$ cat src/rtl/lfsr_seq_ctrl_if.sv
// Bundle between the LFSR sequencer, its two requesters, the shared LFSR and the
// consumer stream. slave = the sequencer, master = everything around it.
interface lfsr_seq_ctrl_if #(
  parameter int WIDTH = 26,
  parameter int LEN_W = 8
);
  logic [1:0]       req;
  logic [1:WIDTH]   seed0, seed1;
  logic [LEN_W-1:0] len0, len1;
  logic [1:0]       ack;
  logic             lfsr_load;
  logic [1:WIDTH]   lfsr_din;
  logic [1:WIDTH]   lfsr_q;
  logic             out_valid;
  logic [1:WIDTH]   out_data;
  logic             out_id;
  logic             out_last;
  logic             busy;

  modport slave (
    input  req, seed0, seed1, len0, len1, lfsr_q,
    output ack, lfsr_load, lfsr_din, out_valid, out_data, out_id, out_last, busy
  );

  modport master (
    output req, seed0, seed1, len0, len1, lfsr_q,
    input  ack, lfsr_load, lfsr_din, out_valid, out_data, out_id, out_last, busy
  );
endinterface

$ cat src/rtl/lfsr_seq_ctrl.sv
// Round-robin owner of a shared LFSR: loads the winner's seed, then streams N
// consecutive LFSR states tagged with the owner id.
module lfsr_seq_ctrl #(
  parameter int WIDTH = 26,
  parameter int LEN_W = 8
) (
  input  logic            clk,
  input  logic            rst,
  lfsr_seq_ctrl_if.slave  bus
);
  typedef enum logic [1:0] {IDLE, LOAD, RUN} state_e;

  // An all-zero seed would lock the LFSR; bit WIDTH is the rightmost bit.
  localparam logic [1:WIDTH] SEED_ONE = {{(WIDTH-1){1'b0}}, 1'b1};

  state_e           state_q, state_d;
  logic             rr_q, rr_d;
  logic             id_q, id_d;
  logic [LEN_W-1:0] cnt_q, cnt_d;
  logic [1:WIDTH]   seed_q, seed_d;
  logic [1:0]       ack_q, ack_d;

  logic             sel;
  logic [1:WIDTH]   sel_seed;
  logic [LEN_W-1:0] sel_len;

  assign sel      = (bus.req == 2'b11) ? rr_q : bus.req[1];
  assign sel_seed = sel ? bus.seed1 : bus.seed0;
  assign sel_len  = sel ? bus.len1  : bus.len0;

  always_comb begin
    state_d = state_q;
    rr_d    = rr_q;
    id_d    = id_q;
    cnt_d   = cnt_q;
    seed_d  = seed_q;
    ack_d   = 2'b00;
    case (state_q)
      IDLE: begin
        // The ack cycle is skipped so a still-high req is not captured twice.
        if (bus.req != 2'b00 && ack_q == 2'b00) begin
          seed_d = (sel_seed == '0) ? SEED_ONE : sel_seed;
          cnt_d  = sel_len;
          id_d   = sel;
          ack_d  = sel ? 2'b10 : 2'b01;
          rr_d   = ~sel;
          if (sel_len != '0) state_d = LOAD;
        end
      end
      LOAD: state_d = RUN;
      RUN: begin
        cnt_d = cnt_q - LEN_W'(1);
        if (cnt_q == LEN_W'(1)) state_d = IDLE;
      end
      default: state_d = IDLE;
    endcase
  end

  always_ff @(posedge clk) begin
    if (rst) begin
      state_q <= IDLE;
      rr_q    <= 1'b0;
      id_q    <= 1'b0;
      cnt_q   <= '0;
      seed_q  <= '0;
      ack_q   <= 2'b00;
    end else begin
      state_q <= state_d;
      rr_q    <= rr_d;
      id_q    <= id_d;
      cnt_q   <= cnt_d;
      seed_q  <= seed_d;
      ack_q   <= ack_d;
    end
  end

  logic in_load, in_run;
  assign in_load = (state_q == LOAD);
  assign in_run  = (state_q == RUN);

  assign bus.ack       = ack_q;
  assign bus.lfsr_load = in_load;
  assign bus.lfsr_din  = in_load ? seed_q : '0;
  assign bus.out_valid = in_run;
  assign bus.out_data  = in_run ? bus.lfsr_q : '0;
  assign bus.out_id    = in_run & id_q;
  assign bus.out_last  = in_run && (cnt_q == LEN_W'(1));
  assign bus.busy      = (state_q != IDLE);
endmodule

$ cat src/flat_wrapper.sv
// flat-port wrapper written by rule: the top's interface ports become plain ports
module lfsr_seq_ctrl_flat 
#(
  parameter int WIDTH = 26,
  parameter int LEN_W = 8
)
  (clk, rst, bus_req, bus_seed0, bus_seed1, bus_len0, bus_len1, bus_lfsr_q, bus_ack, bus_lfsr_load, bus_lfsr_din, bus_out_valid, bus_out_data, bus_out_id, bus_out_last, bus_busy);
  lfsr_seq_ctrl_if #(.WIDTH(WIDTH), .LEN_W(LEN_W)) bus_i ();
  input  logic clk;
  input  logic rst;
  input wire logic [$bits(bus_i.req)-1:0] bus_req;
  input wire logic [$bits(bus_i.seed0)-1:0] bus_seed0;
  input wire logic [$bits(bus_i.seed1)-1:0] bus_seed1;
  input wire logic [$bits(bus_i.len0)-1:0] bus_len0;
  input wire logic [$bits(bus_i.len1)-1:0] bus_len1;
  input wire logic [$bits(bus_i.lfsr_q)-1:0] bus_lfsr_q;
  output wire logic [$bits(bus_i.ack)-1:0] bus_ack;
  output wire logic [$bits(bus_i.lfsr_load)-1:0] bus_lfsr_load;
  output wire logic [$bits(bus_i.lfsr_din)-1:0] bus_lfsr_din;
  output wire logic [$bits(bus_i.out_valid)-1:0] bus_out_valid;
  output wire logic [$bits(bus_i.out_data)-1:0] bus_out_data;
  output wire logic [$bits(bus_i.out_id)-1:0] bus_out_id;
  output wire logic [$bits(bus_i.out_last)-1:0] bus_out_last;
  output wire logic [$bits(bus_i.busy)-1:0] bus_busy;
  assign bus_i.req = bus_req;
  assign bus_i.seed0 = bus_seed0;
  assign bus_i.seed1 = bus_seed1;
  assign bus_i.len0 = bus_len0;
  assign bus_i.len1 = bus_len1;
  assign bus_i.lfsr_q = bus_lfsr_q;
  assign bus_ack = bus_i.ack;
  assign bus_lfsr_load = bus_i.lfsr_load;
  assign bus_lfsr_din = bus_i.lfsr_din;
  assign bus_out_valid = bus_i.out_valid;
  assign bus_out_data = bus_i.out_data;
  assign bus_out_id = bus_i.out_id;
  assign bus_out_last = bus_i.out_last;
  assign bus_busy = bus_i.busy;
  lfsr_seq_ctrl #(.WIDTH(WIDTH), .LEN_W(LEN_W)) u_core (.clk(clk), .rst(rst), .bus(bus_i));
endmodule
$ cat config.mk
export PLATFORM = sky130hd
export DESIGN_NAME = lfsr_seq_ctrl_flat
export DESIGN_NICKNAME = d
export VERILOG_FILES = /design/src/rtl/lfsr_seq_ctrl_if.sv /design/src/rtl/lfsr_seq_ctrl.sv /design/src/flat_wrapper.sv
export SDC_FILE = /design/constraint.sdc
export NUM_CORES = 1
export LEC_CHECK = 0
export CAP_MARGIN = 10
export CELL_PAD_IN_SITES_DETAIL_PLACEMENT = 1
export CELL_PAD_IN_SITES_GLOBAL_PLACEMENT = 2
export CORE_MARGIN = 2
export CORE_UTILIZATION = 22
export CTS_CLUSTER_DIAMETER = 100
export DETAILED_ROUTE_END_ITERATION = 10
export PLACE_DENSITY = 0.9
export SLEW_MARGIN = 15
export SYNTH_ARGS = -nofsm -noshare
export SYNTH_HDL_FRONTEND = slang
export SYNTH_SLANG_ARGS = --single-unit
$ cat constraint.sdc
create_clock -name clk -period 3.9 [get_ports clk]
set_input_delay 0.78 -clock clk [delete_from_list [all_inputs] [get_ports clk]]
set_output_delay 0.78 -clock clk [all_outputs]
set_load 0.01 [all_outputs]
==> results of run 1 <==
==> flip-flops by register name (all words and copies together), names as in the netlist <==
signal,cells
u_core.bus.ack,2
u_core.cnt_q,8
u_core.id_q,1
u_core.rr_q,1
u_core.seed_q,26
u_core.state_q,2
==> cells in the mapped netlist, drive strengths merged, types with 2 or more instances <==
master	instances	area [µm²]
buf	14	105
a211oi	28	330
ha	2	25.0
nand4	2	12.5
and2	53	332
nor2	41	154
nor3	6	41.3
a21oi	8	40.0
nand3	2	10.0
inv	4	15.0
dfxtp	40	801
o21ai	4	31.3
clkbuf	8	30.0
mux2i	31	310
nand2	7	26.3
nor4	17	113
mux2	3	33.8
==> per-layer routing <==
layer | share of wire [%] | up-vias | wire length [µm] | global-route usage [%]
met5 | 0 | - | 0 | 0
met4 | 0.39 | 0 | 37 | 1.95
met3 | 8.6 | 6 | 823 | 4.50
met2 | 46 | 123 | 4430 | 25.3
met1 | 45 | 1261 | 4250 | 18.5
li1 | - | 1336 | - | -
==> cell usage in the layout (no fill, tap or decap), drive strengths merged, types with 2 or more instances in the layout <==
master         count
o21ai              4
buf                5
nand3              2
nand4              2
nand2              7
mux2               3
nor3               6
mux2i             31
a21oi              8
clkbuf             5
inv                4
a211oi            28
and2              53
nor4              17
nor2              41
ha                 2
clkdlybuf4s50    155
dfxtp             40
==> path summary, 6_finish.rpt <==
kind,from,to,slack [ns]
worst min-delay path,u_core.id_q,u_core.id_q,0.50
worst min register to register,u_core.id_q,u_core.id_q,0.50
worst max-delay path,u_core.state_q[0],bus_out_data[10],0.94
worst max register to register,u_core.state_q[0],u_core.seed_q[17],1.58
==> power groups by stage <==
stage	clock network [mW]	logic (mW)	registers (mW)
global placement	0	0.667	0.559
floorplan	0	0.427	0.544
global route	0.495	0.751	0.563
finish	0.463	0.681	0.553
detailed placement	0	0.690	0.563
CTS	0.478	0.692	0.554
==> cell type report <==
type / count / area (µm²)
clock buffers: 5 / 125
fillers: 1342 / 7070
inverters: 4 / 15.0
flip-flops and latches: 40 / 801
multi-input cells: 226 / 1650
repair buffers: 160 / 1590
clock inverters: 3 / 42.5
well taps: 143 / 179
==> worst max-delay path: stages (launching register included) <==
cell and delay [ns]:
sky130_fd_sc_hd__dfxtp_1 0.33, sky130_fd_sc_hd__nand2b_1 0.36, sky130_fd_sc_hd__inv_2 0.46, sky130_fd_sc_hd__and2_1 0.20, sky130_fd_sc_hd__clkdlybuf4s50_1 0.55
==> cell families (layout without fill, tap and decap cells) <==
kind of cell    Yosys count  after routing  synth area share, %
compound gates           54             54                 20.4
xor+xnor                  2              2                0.674
fa+ha+maj                 2              2                0.962
buf+inv                  26            172                 5.77
flops                    40             40                 30.8
mux                      34             34                 13.2
simple gates            134            134                 28.2
==> stage by stage <==
stage	instance area [µm²]	std cells	util (%)
4_1_cts	4400	581	38.4
2_1_floorplan	2600	292	-
5_1_grt	4400	581	38.4
3_3_place_gp	4230	573	36.9
3_5_place_dp	4230	573	36.9
6_report	4400	581	38.4
==> results.toml, run 1 <==
[outcome]
run_status = "finished clean"

[floorplanning]
start_util_pct = 22.7
rows = 39
dieArea_mm2 = 0.0127
design.core.area_mm2 = 0.0115
ios = 157
die-height_um = 113
die_span_x_um = 113

[route]
route.vias.total = 2726
drt_iter0_drc = 86
drcViolationCount = 0
vias_per_cell = 4.69
drt_first_pass_iters = 4
final_antenna_net_count = 0
post_drt_wl_per_cell_um = 16.4
route.final.wire_length_um = 9540

[placed_design]
routability_congestion_estimate = 0.820
place.port_buffers = 156
pre_cts_slack_ns = 0.931
hpwlAfterDp_um = 7580

[layout]
nets = 537
share_of_layout_cells_above_drive_strength_1_pct = 11.0
area_delta_synth_final_pct = 69.3
num_antenna_cells = 0

[power]
power.ir.vdd_worst_mv = 0.214
power.net_switching_mw = 0.562
internal_mw = 1.14
fin_total_pwr_mw = 1.70
power.combinational.fraction_pct = 40.1
clkPwrFrac_pct = 27.3
pwr_density_cell_mw_per_mm2 = 386
netSwitchingFraction_pct = 33.1
power.leakage_nw = 1.69
pwr-share-seq_pct = 32.6

[worst_setup_path]
timing.critical_path.arrival_ns = 2.18
timing.critical_path.fanout_max = 35
critPathLaunchType = "flip-flop"
endpoint_kind = "output pin"
rr_worst_depth = 5
crit_path_kind = "reg -> out"
critical_path_rt_ns = 3.12

[clock_network]
ctsLongestPathBuffers = 2
clock-root-buffer = "sky130_fd_sc_hd__clkbuf_16"
postCtsHoldBufs = 0
cts_buffer_count = 5
post_cts_resized = 0
cts_setup_buffers = 0
clkTransAtPathRegs_ns = 0.06
tritoncts = "done"
cts_htree_levels = 2
worstSkewPairLatency_ns = 0.28
numClockSinks = 40

[synthesis]
ys_types = 48
seq_area_frac_synth_pct = 30.8
postSynthAreaPerCell_um2 = 8.90
synth_edf_count = 0
ys_warn_count = 0
syn-cell-area_mm2 = 0.00260
async_flop_share_pct = 0
postSynth.topFlopCell = "sky130_fd_sc_hd__dfxtp_1"
synthesis.instances = 292
ys_seq_elements = 40
synth_fp_nets = 392

[flow_run]
cap_violations = 0

[timing]
timing.fmax_mhz = 337
skew_ns = 0.00317
rsz0062_at_grt = "no"
timing.final.crit_period_ns = 2.96
report.final.slew_viol_count = 0
worst_slew_margin_rel_pct = 29.9
report.final.hold_viol_count = 0
tns_ns = 0
worstMarginPinSlew_ns = 1.05
finalSetupViolations = 0
layout_worst_path_cycle_share_pct = 76.0
finalWorstSetupSlack_ns = 0.935
timing.hold.ws_ns = 0.502

[global_routing]
grt_first_pass_wirelength_um = 15100
globalRouteTotalUtil_pct = 14.7
maximum_number_of_pins_on_one_net_before_global_route_repair = 42
via_count_of_the_first_global_routing_pass = 2940
globalRouteOverflowTotal = 0
grt_antenna_before_repair = 0

[min_path]
hold_path_depth = 2
hold_path_class = "reg -> reg"
Note: power is estimated with default switching activity, not from simulation.
==> run 2, diff against run 1 <==
Settings changed: CORE_UTILIZATION 22 to 20, PLACE_DENSITY 0.9 to 0.83.
Clock period 3.9 ns to 3 ns, I/O delays scaled along.
==> results.toml, run 2 (synthesis gave the netlist of run 1 again) <==
[outcome]
run_status = "finished clean"

[timing]
worst_slew_margin_rel_pct = 44.3
report.final.slew_viol_count = 0
tns_ns = 0
finalSetupViolations = 0
worstMarginPinSlew_ns = 0.836
report.final.hold_viol_count = 0
skew_ns = 0.00478
timing.fmax_mhz = 394
layout_worst_path_cycle_share_pct = 84.6
finalWorstSetupSlack_ns = 0.463
timing.final.crit_period_ns = 2.54
rsz0062_at_grt = "no"

[layout]
share_of_layout_cells_above_drive_strength_1_pct = 12.2
reg.largest.list = "u_core.seed_q: 26 flops, u_core.cnt_q: 8 flops"
nets = 543
area_delta_synth_final_pct = 72.7
final_common_cell = "sky130_fd_sc_hd__clkdlybuf4s50_1"
nFillCells = 1487
final_cell_mix = "155 x sky130_fd_sc_hd__clkdlybuf4s50_1, 53 x sky130_fd_sc_hd__and2_1, 41 x sky130_fd_sc_hd__nor2_1, 40 x sky130_fd_sc_hd__dfxtp_1, 31 x sky130_fd_sc_hd__mux2i_1"
registers.top_by_ff_count = "u_core.seed_q"
num_antenna_cells = 0
largest_register_ffs = 26

[power]
pwr_density_cell_mw_per_mm2 = 485
power.leakage_nw = 1.72
power.ir.vdd_worst_mv = 0.197

[floorplanning]
rows = 41
dieArea_mm2 = 0.0139
die_span_x_um = 118
design.core.area_mm2 = 0.0127
die-height_um = 118
start_util_pct = 20.5
ios = 157

[route]
post_drt_wl_per_cell_um = 16.0
drt_first_pass_iters = 4
drcViolationCount = 0
final_antenna_net_count = 0
drt_iter0_drc = 81
route.vias.total = 2769
route.final.wire_length_um = 9880
vias_per_cell = 4.50

[clock_network]
numClockSinks = 40
ctsLongestPathBuffers = 2
worstSkewPairLatency_ns = 0.28
cts_buffer_count = 5
post_cts_resized = 0
clkTransAtPathRegs_ns = 0.05
clock-root-buffer = "sky130_fd_sc_hd__clkbuf_16"
tritoncts = "done"
postCtsHoldBufs = 0
cts_setup_buffers = 0
cts_htree_levels = 2

[placed_design]
hpwlAfterDp_um = 8000
pre_cts_slack_ns = 0.545
place.port_buffers = 156
routability_congestion_estimate = 0.754

[global_routing]
globalRouteOverflowTotal = 0
grt_antenna_before_repair = 0
globalRouteTotalUtil_pct = 14.0
maximum_number_of_pins_on_one_net_before_global_route_repair = 36
via_count_of_the_first_global_routing_pass = 3101
grt_first_pass_wirelength_um = 15900

[worst_setup_path]
critPathLaunchType = "flip-flop"
endpoint_kind = "output pin"
cp_num_buf_inv = 2
worst_path_max_delay_cell = "sky130_fd_sc_hd__clkdlybuf4s50_1"
timing.critical_path.fanout_max = 35
cp-startpoint = "u_core.state_q[1]"
crit_path_cell_trace = "nand2b_1 > inv_2 > and2_1 > clkdlybuf4s50_1"
reg2reg_start = "u_core.state_q[1]"
crit_path_kind = "reg -> out"
critical_path_rt_ns = 2.40
critPathMaxStageDelay_ns = 0.55
timing.critical_path.arrival_ns = 1.94
crit_path_max_delay_family = "buffers and inverters"

[min_path]
hold_path_class = "reg -> reg"
worst_hold_startpoint = "u_core.id_q"

[flow_run]
cap_violations = 0
run 2: changes by cell type in the layout (fill, tap and decap cells not counted):
cell	change
sky130_fd_sc_hd__buf_4	+4
sky130_fd_sc_hd__buf_12	+2
sky130_fd_sc_hd__bufinv_16	-1
sky130_fd_sc_hd__clkinvlp_4	-1
sky130_fd_sc_hd__clkbuf_8	+1
sky130_fd_sc_hd__clkinv_2	+1
run 2: cell type report:
cell class / instances / area [µm²] / area share [%]
well taps: 172 / 215 / 4.79
clock inverters: 2 / 10.0 / 0.223
clock buffers: 6 / 139 / 3.09
repair buffers: 166 / 1660 / 36.9
flip-flops and latches: 40 / 801 / 17.8
multi-input cells: 226 / 1650 / 36.8
inverters: 4 / 15.0 / 0.334
run 2: worst paths after layout:
| kind | end | slack (ns) | depth (start not counted) |
|---|---|---|---|
| hold / removal | u_core.id_q | 0.48 | 2 |
| hold reg to reg | u_core.id_q | 0.48 | 2 |
| setup / recovery | bus_out_data[14] | 0.46 | 4 |
| setup reg to reg | u_core.cnt_q[6] | 0.97 | 5 |
run 2: per-stage QoR:
step	utilization [%]	area (µm²)	std cells	power [mW]	hold WS, ns
floorplan	-	2600	292	1.26	0.448
global route	35.4	4490	616	2.33	0.518
finish	35.4	4490	616	2.18	0.484
global placement	34.3	4340	608	1.64	0.469
detailed placement	34.3	4340	608	1.67	0.482
CTS	35.4	4490	616	2.22	0.495
run 2: tightest hold or removal path, stage by stage (launching register included):
cell,delay (ns)
sky130_fd_sc_hd__dfxtp_1,0.32
sky130_fd_sc_hd__a21oi_1,0.06
sky130_fd_sc_hd__nor2_1,0.07
run 2: power breakdown:
part           leakage, nW  internal, mW  switching, mW
Sequential           0.332         0.641         0.0762
Clock               0.0766         0.327          0.200
Combinational         1.31         0.478          0.456
run 2: layer usage:
| metal | part of all wire [%] | routed length, µm | global-route usage (%) |
|---|---|---|---|
| met4 | 1.4 | 134 | 3.24 |
| met2 | 46 | 4580 | 23.7 |
| met3 | 9.8 | 965 | 5.62 |
| met1 | 42 | 4190 | 16.5 |
| met5 | 0 | 0 | 0 |
==> run 3, diff against run 2 <==
Settings changed: CORE_UTILIZATION 20 to 18, PLACE_DENSITY 0.83 to 0.79.
Clock period 3 ns to 2.32 ns, I/O delays scaled along.
==> results.toml, run 3 (synthesis gave the netlist of run 1 again) <==
[layout]
final_common_cell = "sky130_fd_sc_hd__clkdlybuf4s50_1"
final_cell_mix = "154 x sky130_fd_sc_hd__clkdlybuf4s50_1, 52 x sky130_fd_sc_hd__and2_1, 41 x sky130_fd_sc_hd__nor2_1, 40 x sky130_fd_sc_hd__dfxtp_1, 31 x sky130_fd_sc_hd__mux2i_1"
num_antenna_cells = 0
post-route-util_pct = 32.9
registers.top_by_ff_count = "u_core.seed_q"
multi_input_area_mm2 = 0.00166
area_delta_synth_final_pct = 76.8
nets = 547
share_of_layout_cells_above_drive_strength_1_pct = 13.2
nFillCells = 1614
reg.largest.list = "u_core.seed_q: 26 flops, u_core.cnt_q: 8 flops"
final_cell_area_mm2 = 0.00460
largest_register_ffs = 26
finish.cell_count_without_fillers = 628
register_area_um2 = 801

[timing]
layout_worst_path_cycle_share_pct = 96.0
worstMarginPinSlew_ns = 0.557
timing.fmax_mhz = 449
finalWorstSetupSlack_ns = 0.0933
rsz0062_at_grt = "no"
timing.final.crit_period_ns = 2.23
skew_ns = 0.00161
finalSetupViolations = 0
worst_slew_margin_rel_pct = 62.5
timing.hold.ws_ns = 0.493
report.final.hold_viol_count = 0
tns_ns = 0
report.final.slew_viol_count = 0

[route]
route.vias.total = 2798
post_drt_wl_per_cell_um = 15.9
drt_iter0_drc = 70
vias_per_cell = 4.46
final_antenna_net_count = 0
drcViolationCount = 0
route.final.wire_length_um = 9970
drt_first_pass_iters = 4

[clock_network]
postCtsHoldBufs = 0
cts_htree_levels = 2
cts_setup_buffers = 0
worstSkewPairLatency_ns = 0.28
clkTransAtPathRegs_ns = 0.06
numClockSinks = 40
clock-root-buffer = "sky130_fd_sc_hd__clkbuf_16"
cts_buffer_count = 5
tritoncts = "done"
ctsLongestPathBuffers = 2

[power]
clkPwrFrac_pct = 26.4
internal_mw = 2.00
pwr-share-seq_pct = 31.1
netSwitchingFraction_pct = 32.9
fin_total_pwr_mw = 2.98
pwr_density_cell_mw_per_mm2 = 649
power.combinational.fraction_pct = 42.5
power.leakage_nw = 1.77
power.ir.vdd_worst_mv = 0.230
power.net_switching_mw = 0.981

[placed_design]
pre_cts_slack_ns = 0.124
placedCellCount = 619
routability_congestion_estimate = 0.733
place.port_buffers = 156
hpwlAfterDp_um = 7900
detailed_place.area_mm2 = 0.00441

[worst_setup_path]
critical_path_rt_ns = 1.86
crit_path_cell_trace = "nor2b_4 > buf_12 > and2_1 > clkdlybuf4s50_1"
worst_path_max_delay_cell = "sky130_fd_sc_hd__clkdlybuf4s50_1"
crit_path_kind = "reg -> out"
critPathLaunchType = "flip-flop"
endpoint_kind = "output pin"
timing.critical_path.arrival_ns = 1.76
critPathMaxStageDelay_ns = 0.58
cp-startpoint = "u_core.state_q[0]"
reg2reg_start = "u_core.state_q[1]"
timing.critical_path.fanout_max = 27

[global_routing]
via_count_of_the_first_global_routing_pass = 3093
grt_first_pass_wirelength_um = 15100
grt_antenna_before_repair = 0
globalRouteTotalUtil_pct = 12.5
globalRouteOverflowTotal = 0
maximum_number_of_pins_on_one_net_before_global_route_repair = 36

[floorplanning]
start_util_pct = 18.6
ios = 157
die-height_um = 124
dieArea_mm2 = 0.0154
design.core.area_mm2 = 0.0140
rows = 43
die_span_x_um = 124

[outcome]
run_status = "finished clean"

[min_path]
hold_path_class = "reg -> reg"
worst_hold_startpoint = "u_core.id_q"

[flow_run]
cap_violations = 0
==> run 3: power by group through the flow <==
| stage | clock, mW | combinational [mW] | sequential, mW |
|---|---|---|---|
| 2_1_floorplan | 0 | 0.717 | 0.914 |
| 3_3_place_gp | 0 | 1.24 | 0.939 |
| 3_5_place_dp | 0 | 1.27 | 0.943 |
| 4_1_cts | 0.814 | 1.29 | 0.930 |
| 5_1_grt | 0.840 | 1.40 | 0.949 |
| 6_report | 0.787 | 1.27 | 0.927 |
==> run 3: area by class of cell <==
| cell class | instances | area share [%] |
|---|---|---|
| Sequential cell | 40 | 17.4 |
| Clock buffer | 6 | 2.80 |
| Timing Repair inverter | 1 | 0.191 |
| Clock inverter | 2 | 0.762 |
| Timing Repair Buffer | 169 | 37.3 |
| Inverter | 4 | 0.435 |
| Multi-Input combinational cell | 226 | 36.2 |
| Tap cell | 180 | 4.90 |
==> run 3: path summary, 6_finish.rpt <==
path,to,slack [ns],depth (start not counted)
setup / recovery,bus_lfsr_din[16],0.09,4
hold / removal,u_core.id_q,0.49,2
setup reg to reg,u_core.seed_q[6],0.56,6
hold reg to reg,u_core.id_q,0.49,2
==> run 3: critical path, delay by kind of cell, from the launching register on <==
family                 cells  cell delay, ns
buffers and inverters      2            0.75
and+or+nand+nor            2            0.34
DFF                        1            0.38
==> run 3: layer usage <==
metal	wire [µm]	global-route usage [%]
met5	0	0
met4	99	3.09
met3	1150	5.08
met2	4530	21.0
met1	4190	14.8
==> run 3: what timing repair did <==
item,CTS,global route
endpoints found under the setup margin,29,27
gates cloned,0,1
resized for setup,5,4
